===== config.mk =====
export PLATFORM = sky130hd
export DESIGN_NAME = cronometro_ctrl
export DESIGN_NICKNAME = d
export VERILOG_FILES = /design/src/rtl/cronometro_ctrl.sv
export SDC_FILE = /design/constraint.sdc
export NUM_CORES = 1
export LEC_CHECK = 0
export CAP_MARGIN = 10
export CORE_MARGIN = 5
export CORE_UTILIZATION = 41
export CTS_BUF_LIST = sky130_fd_sc_hd__clkbuf_4
export DETAILED_ROUTE_END_ITERATION = 12
export PLACE_DENSITY = 0.68
export REMOVE_ABC_BUFFERS = 1
export SLEW_MARGIN = 20
export SYNTH_ARGS = -nofsm -noshare
export SYNTH_HDL_FRONTEND = slang
export SYNTH_SLANG_ARGS = --single-unit

===== constraint.sdc =====
create_clock -name NEclk -period 1.8 [get_ports NEclk]
set_clock_uncertainty 0.05 [all_clocks]
set_input_delay 0.27 -clock NEclk [delete_from_list [all_inputs] [get_ports NEclk]]
set_output_delay 0.27 -clock NEclk [all_outputs]
set_load 0.03 [all_outputs]

===== src/rtl/cronometro_ctrl.sv =====
// Stopwatch run/pause/lap/clear sequencer: turns two raw button levels into press
// events and paces a downstream counter through a DIV-cycle prescaler.
module cronometro_ctrl #(
    parameter int DIV      = 4,
    parameter int PRE_BITS = 8
) (
    input  logic       NEclk,
    input  logic       Nreset,
    input  logic       start_stop,
    input  logic       lap_reset,
    output logic       cnt_enable,
    output logic       cnt_nclear,
    output logic       hold,
    output logic [1:0] state
);

    typedef enum logic [1:0] {
        IDLE  = 2'b00,
        RUN   = 2'b01,
        PAUSE = 2'b10,
        LAP   = 2'b11
    } state_t;

    localparam logic [PRE_BITS-1:0] PRE_LAST = PRE_BITS'(DIV - 1);

    state_t              state_reg, state_next;
    logic [PRE_BITS-1:0] pre_reg, pre_next;
    logic                en_reg, en_next;
    logic                nclear_reg, nclear_next;
    logic                hold_reg, hold_next;
    logic                ss_q, lr_q;
    logic                press_s, press_l;

    always_ff @(negedge NEclk or negedge Nreset) begin
        if (!Nreset) begin
            state_reg  <= IDLE;
            pre_reg    <= '0;
            en_reg     <= 1'b0;
            nclear_reg <= 1'b0;
            hold_reg   <= 1'b0;
            ss_q       <= 1'b0;
            lr_q       <= 1'b0;
        end else begin
            state_reg  <= state_next;
            pre_reg    <= pre_next;
            en_reg     <= en_next;
            nclear_reg <= nclear_next;
            hold_reg   <= hold_next;
            ss_q       <= start_stop;
            lr_q       <= lap_reset;
        end
    end

    always_comb begin
        press_s     = start_stop & ~ss_q;
        press_l     = lap_reset & ~lr_q;
        state_next  = state_reg;
        nclear_next = 1'b1;
        pre_next    = pre_reg;
        en_next     = 1'b0;

        // press_s is tested first everywhere so it wins over a simultaneous press_l
        case (state_reg)
            IDLE: begin
                if (press_s) begin
                    state_next = RUN;
                end else if (press_l) begin
                    nclear_next = 1'b0;
                end
            end
            RUN: begin
                if (press_s) begin
                    state_next = PAUSE;
                end else if (press_l) begin
                    state_next = LAP;
                end
            end
            LAP: begin
                if (press_s) begin
                    state_next = PAUSE;
                end else if (press_l) begin
                    state_next = RUN;
                end
            end
            PAUSE: begin
                if (press_s) begin
                    state_next = RUN;
                end else if (press_l) begin
                    state_next  = IDLE;
                    nclear_next = 1'b0;
                end
            end
            default: state_next = IDLE;
        endcase

        // Prescaler follows the state held before this edge; a pause request
        // freezes it in place (even at DIV-1) so resume keeps the partial period.
        case (state_reg)
            RUN, LAP: begin
                if (state_next == PAUSE) begin
                    pre_next = pre_reg;
                end else if (pre_reg == PRE_LAST) begin
                    pre_next = '0;
                    en_next  = 1'b1;
                end else begin
                    pre_next = pre_reg + 1'b1;
                end
            end
            PAUSE:   pre_next = pre_reg;
            default: pre_next = '0;
        endcase

        if (!nclear_next) begin
            pre_next = '0;
        end

        hold_next = (state_next == LAP);
    end

    assign cnt_enable = en_reg;
    assign cnt_nclear = nclear_reg;
    assign hold       = hold_reg;
    assign state      = state_reg;

endmodule


* Yosys cells after proc, flatten, opt, wreduce, memory -nomap -nowiden
Cells that the tools add are included.
** Storage, ports and cells
- Flip-flop bits (word level) :: 15
- Input port bits :: 4
- Logic and storage cells :: 42
- Output and inout bits :: 5
** Operators by class
- Eq/ne operators :: 8
- Add/subtract/negate cells :: 1
- Bitwise gates (word level) :: 4
- Muxes and demuxes :: 18
- Reductions and logical operators :: 4
** Operator list (count)
- 8-bit 2-to-1 mux :: 3
- 8-bit case mux with 2 select lines :: 1
- 2-bit 2-to-1 mux :: 7
- 8-bit by 1-bit adder with 8-bit output (second input constant) :: 1
- 2-bit equality test (second input constant) :: 4
- 8-bit by 2-bit equality test with 1-bit output (second input constant) :: 1
- 2-bit case mux with 4 select lines :: 1
- 1-bit 2-to-1 mux :: 6
- 2-bit OR reduction :: 2
- 3-bit inequality test (second input constant) :: 1
- 1-bit AND :: 2
- 2-bit by 1-bit equality test with 1-bit output (second input constant) :: 1
- 2-bit zero test :: 1
- 2-bit inequality test (second input constant) :: 1
- 1-bit NOT :: 2
- 2-bit AND reduction :: 1

* Depth between registers and ports, before layout
Gate-level depths: netlist of run 1.
- Depth after elaboration :: 9
- Mapped depth :: 6
- Mapped depth without buffers :: 5

==> flow_metrics.py, run 1 <==
metrics = {
    "global_route": {
        "gr-usage-met2_pct": 29.0,
        "use_met1_pct": 19.3,
        "gr-total-overflow": 0,
        "grt_busiest_layer": "met2",
        "grt_max_degree": 10,
        "grt_pass1_vias": 670,
        "grt_pass1_wl_um": 3170,
        "antenna_found_initial": 0,
        "met3_usage_pct": 1.75,
        "grt_use_total_pct": 16.3,
    },
    "route": {
        "viasPerCell": 5.70,
        "drc_errors": 0,
        "detail-route-antenna-nets": 0,
        "wl_per_cell_um": 15.9,
        "dr.first_iter.drc_count": 12,
        "dr.pass1.iters": 4,
        "vias": 650,
        "drt_wl_total_um": 1810,
    },
    "place": {
        "port_buffers": 8,
        "gp_congestion": 0.830,
        "post-place-ws_ns": -0.778,
        "hpwl_um": 1160,
    },
    "clock_tree": {
        "clock_latency_ns": 0.28,
        "clkSinkCount": 15,
        "clockBufferDepth": 2,
        "htreeDepth": 1,
        "clkTransAtPathRegs_ns": 0.06,
        "cts_tree": "built",
        "cts_buffers": 3,
        "cts-root-buf": "clkbuf_4",
        "cts_hold_buf": 0,
    },
    "timing": {
        "final.setup.worst_slack_ns": -0.302,
        "rsz0062_at_grt": "true",
        "worst_pin_slew_ns": 0.220,
        "finalHoldWorstSlack_ns": 0.413,
        "relSlewSlack_pct": 85.3,
        "hold_viol": 0,
        "setup_viol": 11,
        "slew_violations": 0,
    },
    "die": {
        "rows": 15,
        "die-area_sq_um": 2630,
        "start_util_pct": 41.9,
        "core-area_sq_um": 1670,
        "ios": 9,
        "fp.dieH_um": 51.3,
        "die_x_um": 51.3,
    },
    "worst_setup_path": {
        "critPathTopFamily": "flip-flops",
        "r2r-start": "pre_reg[0]",
        "critical_path_class": "reg -> out",
        "critPathLaunchType": "register",
        "critPathCaptureType": "output pin",
        "worst_ep_required_time_ns": 1.48,
        "cp_num_buf_inv": 1,
        "cpMaxStageDelayCell": "dfrtn_1",
        "crit_arrival_ns": 1.78,
        "crit_fanout": 2,
        "max_stage_delay_ns": 0.45,
        "crit_chain": "buf_6",
        "worstSetupStartpoint": "state[1]",
    },
    "cells_and_area": {
        "largest_reg_flops": 8,
        "num_antenna_cells": 0,
        "final_cell_mix": "buf_4, dfrtn_1, nand2_1",
        "drive_above_1_share_pct": 50.5,
        "final_common_cell": "buf_4",
        "final_net_count": 103,
        "syn_to_final_growth_pct": 49.9,
    },
    "synthesis": {
        "synth.cell_area_sq_um": 699,
        "ys_seq_area_share_pct": 53.7,
        "ys.flop_type": "dfrtn_1",
        "avgSynthCellArea_sq_um": 10.4,
        "yosysUniqueCellTypes": 28,
        "synth_edf_count": 0,
        "yosys_register_bits": 15,
        "yosys_warnings": 0,
        "synth_cells": 67,
        "async_flop_share_pct": 100,
    },
    "run_status": {
        "violations": "negative setup slack",
        "status": "finished, violations left",
    },
    "worst_hold_path": {
        "worstHoldPathType": "reg -> reg",
        "min_from": "pre_reg[7]",
    },
    "power": {
        "pwr_density_cell_nw_per_um2": 1340,
        "swShare_pct": 37.4,
        "ir_worst_vdd_mv": 0.803,
        "pwr-share-clk_pct": 13.9,
        "combPwrFrac_pct": 53.5,
        "power_frac_seq_pct": 32.6,
        "switching_power_uw": 525,
        "p_int_uw": 879,
        "leakagePower_uw": 0.000514,
    },
    "flow_run": {
        "max-cap-violations": 0,
    },
}
## final cells by class
| class | count | area (sq um) |
|---|---|---|
| clock buffers | 3 | 22.5 |
| clock inverters | 1 | 5.00 |
| fillers | 134 | 622 |
| multi-input cells | 50 | 394 |
| flip-flops and latches | 15 | 375 |
| well taps | 17 | 21.3 |
| repair buffers | 28 | 230 |
## synthesized netlist by cell type, drive strengths merged, types with 2 or more instances
master / count / share of area [%]
a21oi: 2 / 1.4
a31oi: 3 / 2.7
and3: 3 / 2.7
clkbuf: 2 / 1.1
dfrtn: 15 / 54
nand2: 9 / 4.8
nand2b: 2 / 1.8
nand3: 7 / 5.0
nor2: 2 / 1.1
o21ai: 3 / 2.1
xnor2: 2 / 2.5
## repair_timing
item,4_1_cts,5_1_grt
resized for setup,29,4
setup endpoints to repair,18,12
buffers inserted,2,1
pin swaps,8,3
gates cloned,1,0
## worst paths after layout
| check | end | slack [ns] | cells past startpoint |
|---|---|---|---|
| setup / recovery | state[1] | -0.30 | 1 |
| hold / removal | pre_reg[7] | 0.41 | 1 |
| setup reg to reg | pre_reg[0] | -0.09 | 4 |
| hold reg to reg | pre_reg[7] | 0.41 | 1 |
| max in group asynchronous | state[1] | 0.52 | 2 |
| min in group asynchronous | pre_reg[4] | 1.03 | 2 |
## power groups by stage
stage | Sequential [uW] | Clock (uW) | Combinational, uW
6_report | 458 | 195 | 751
3_3_place_gp | 449 | 0 | 538
2_1_floorplan | 546 | 0 | 206
4_1_cts | 454 | 200 | 712
5_1_grt | 466 | 218 | 806
3_5_place_dp | 455 | 0 | 551
## worst register-to-register path, delay by kind of cell (launching register included)
kind                       cells  cell delay, ns
muxes                          1            0.27
adders and majority gates      1            0.20
AOI/OAI and AO/OA              1            0.29
DFF                            1            0.44
and+or+nand+nor                1            0.50
## metrics by stage
step	TNS (ns)	utilization [%]	cell area, sq um	instances	power, uW
after floorplan	-2.10	-	681	64	752
after global placement	-8.23	53.7	897	106	987
after detailed placement	-8.57	53.7	897	106	1010
after CTS	-1.46	61.3	1020	113	1370
after global routing	-1.91	62.8	1050	114	1490
final	-1.56	62.8	1050	114	1400
## kinds of logic (layout without fill, tap and decap cells)
group | after synthesis | count (layout) | share of synthesized area [%]
AND/OR/NAND/NOR | 30 | 30 | 22.2
buffers and inverters | 3 | 32 | 2.68
AO/OA/AOI/OAI | 14 | 15 | 14.1
flip-flops | 15 | 15 | 53.7
XOR/XNOR | 2 | 2 | 2.50
multiplexers | 2 | 2 | 3.04
adder cells (fa/ha/maj) | 1 | 1 | 1.79
## routing by layer
metal	vias to the layer above	part of all wire, %
li1	306	-
met1	326	42
met2	14	54
met3	4	2.2
met4	0	1.4
met5	-	0
Note: power is estimated with default switching activity, not from simulation.
==> inputs of run 2 (changes only) <==
CTS_CLUSTER_DIAMETER = 120   (was default)
==> results of run 2 <==
The final DEF is identical to that of run 1; final timing and power are the same.
==> inputs of run 3 (changes only) <==
CTS_CLUSTER_DIAMETER = default   (was 120)
==> results of run 3 <==
The final DEF is identical to that of run 1; final timing and power are the same.
==> patch, RTL diff (settings of run 2) <==
`PRE_BITS`: 8 -> 12.
--- a/src/rtl/cronometro_ctrl.sv
+++ b/src/rtl/cronometro_ctrl.sv
@@ -4,3 +4,3 @@
     parameter int DIV      = 4,
-    parameter int PRE_BITS = 8
+    parameter int PRE_BITS = 12
 ) (
Formal check against the unedited RTL: no difference found for any inputs over 10 cycles, from zero or initial values and one cycle with Nreset low; that may be too few to reach the edited logic, so the function may still have changed.
==> patch against run 2 <==
The run still ends with negative setup slack left. Die area is 31% higher. Final area is 24% higher. Wire length is 23% higher. Area after synthesis is 40% higher. Cell count is 29% higher. Total power is 10% higher. Worst setup slack better by 0.0023 ns. Sequential cell count is 4 higher. Hold slack better by 0.053 ns. Clock power is 23% higher. Core utilization is 4.4 points lower. Critical path depth stayed put. Via count is 30% higher.
==> patch: results (changes against run 2) <==
* Failing checks: negative setup slack (unchanged)
* Register clock-pin slew on the reported worst setup and hold paths at 0.08 ns (was 0.06 ns)
* Reg-to-Reg Start: pre_reg[1]$_DFFE_NN0P_ (was pre_reg[0]$_DFFE_NN0P_)
* Sequential fraction of the synthesis area at 48.72% (was 53.67%)
* Largest net degree at the start of global routing at 20 (was 10)
* Residual DRC count at 0 (unchanged)
* Commonest cells in the netlist: dfrtn_1 (19), and3_1 (10), a211o_1 (8), nand2_1 (8) (was dfrtn_1 (15), nand2_1 (9), nand3_1 (7))
* Share of cells above drive strength 1 at 31.09% (was 50.52%)
* Comb pwr share at 48.4% (was 53.5%)
* DP Worst Slack at -0.8724 ns (was -0.7781 ns)
* Setup slack after layout at -0.2998 ns (was -0.3021 ns)
* Status: finished with violations (unchanged)
* WL met2 at 1039 um (was 979 um)
* Number of H-tree levels at 1 (unchanged)
* Setup violators final at 14 (was 11)
* Crit. Startpoint: state[0]$_DFF_NN0_ (was state[1]$_DFF_NN0_)
* # nets final at 125 (was 103)
* Reg2Reg Setup Slack at 0.07 ns (was -0.09 ns)
* Syn Inst Count at 96 (was 67)
* PwrDens at 1184 nW/um^2 (was 1339 nW/um^2)
* Reg2reg path depth at 5 (was 4)
* Internal power at 954.2 uW (was 878.7 uW)
* DR WL/cell at 15.10 um (was 15.86 um)
* Core Area at 2233 um^2 (was 1670 um^2)
* Hold Crit Start: pre_reg[11]$_DFFE_NN0P_ (was pre_reg[7]$_DFFE_NN0P_)
* Layout fillers at 195 (was 134)
* Number of global-route vias before repair at 896 (was 670)
* Worst r2r dst: pre_reg[11]$_DFFE_NN0P_ (was pre_reg[0]$_DFFE_NN0P_)
* DP HPWL at 1429 um (was 1158 um)
* Cell Area, Placed at 1159 um^2 (was 897.1 um^2)
* Vias/cell at 5.748 (was 5.702)
* Met1 Wirelength at 1053 um (was 762 um)
* CP endpoint: state[0] (was state[1])
* Distinct cells, synth at 33 (was 28)
* Total track usage at 14.49% (was 16.26%)
* Tightest Pin Transition at 0.4942 ns (was 0.2195 ns)
* First-pass iteration count of the detailed router at 5 (was 4)
* Gpl congestion at 0.7745 (was 0.8299)
* Leakage at 0.6527 nW (was 0.5144 nW)
* P_clk at 239 uW (was 195 uW)
* Hold EP: pre_reg[11]$_DFFE_NN0P_ (was pre_reg[7]$_DFFE_NN0P_)
* Global-route wire length before repair at 3919 um (was 3167 um)
[patch: layout make-up]
type	count	area, um^2	share of cell area, %
clock buffers	4	30.03	2.303
flip-flops and latches	19	475.5	36.47
repair buffers	21	224.0	17.18
well taps	28	35.03	2.687
multi-input cells	75	539.3	41.36
[patch: cells by family (layout without fill, tap and decap cells)]
kind of cell | count (synthesis) | in the layout | share of synthesized area, %
xor+xnor | 1 | 1 | 0.8976
fa+ha+maj | 1 | 1 | 1.282
flops | 19 | 19 | 48.72
buf+inv | 4 | 25 | 2.820
compound gates | 17 | 17 | 13.59
simple gates | 53 | 55 | 31.67
mux | 1 | 1 | 1.026
[patch: layer usage]
layer / global-route usage [%] / vias up
met2: 23.19 / 20
met5: 0 / -
li1: - / 411
met3: 2.851 / 2
met1: 18.94 / 412
met4: 6.149 / 0
[patch: what timing repair did]
action	in CTS	in global routing
resized for setup	32	2
setup endpoints to repair	22	16
buffers inserted	1	1
pin swaps	12	1
cloned	2	0
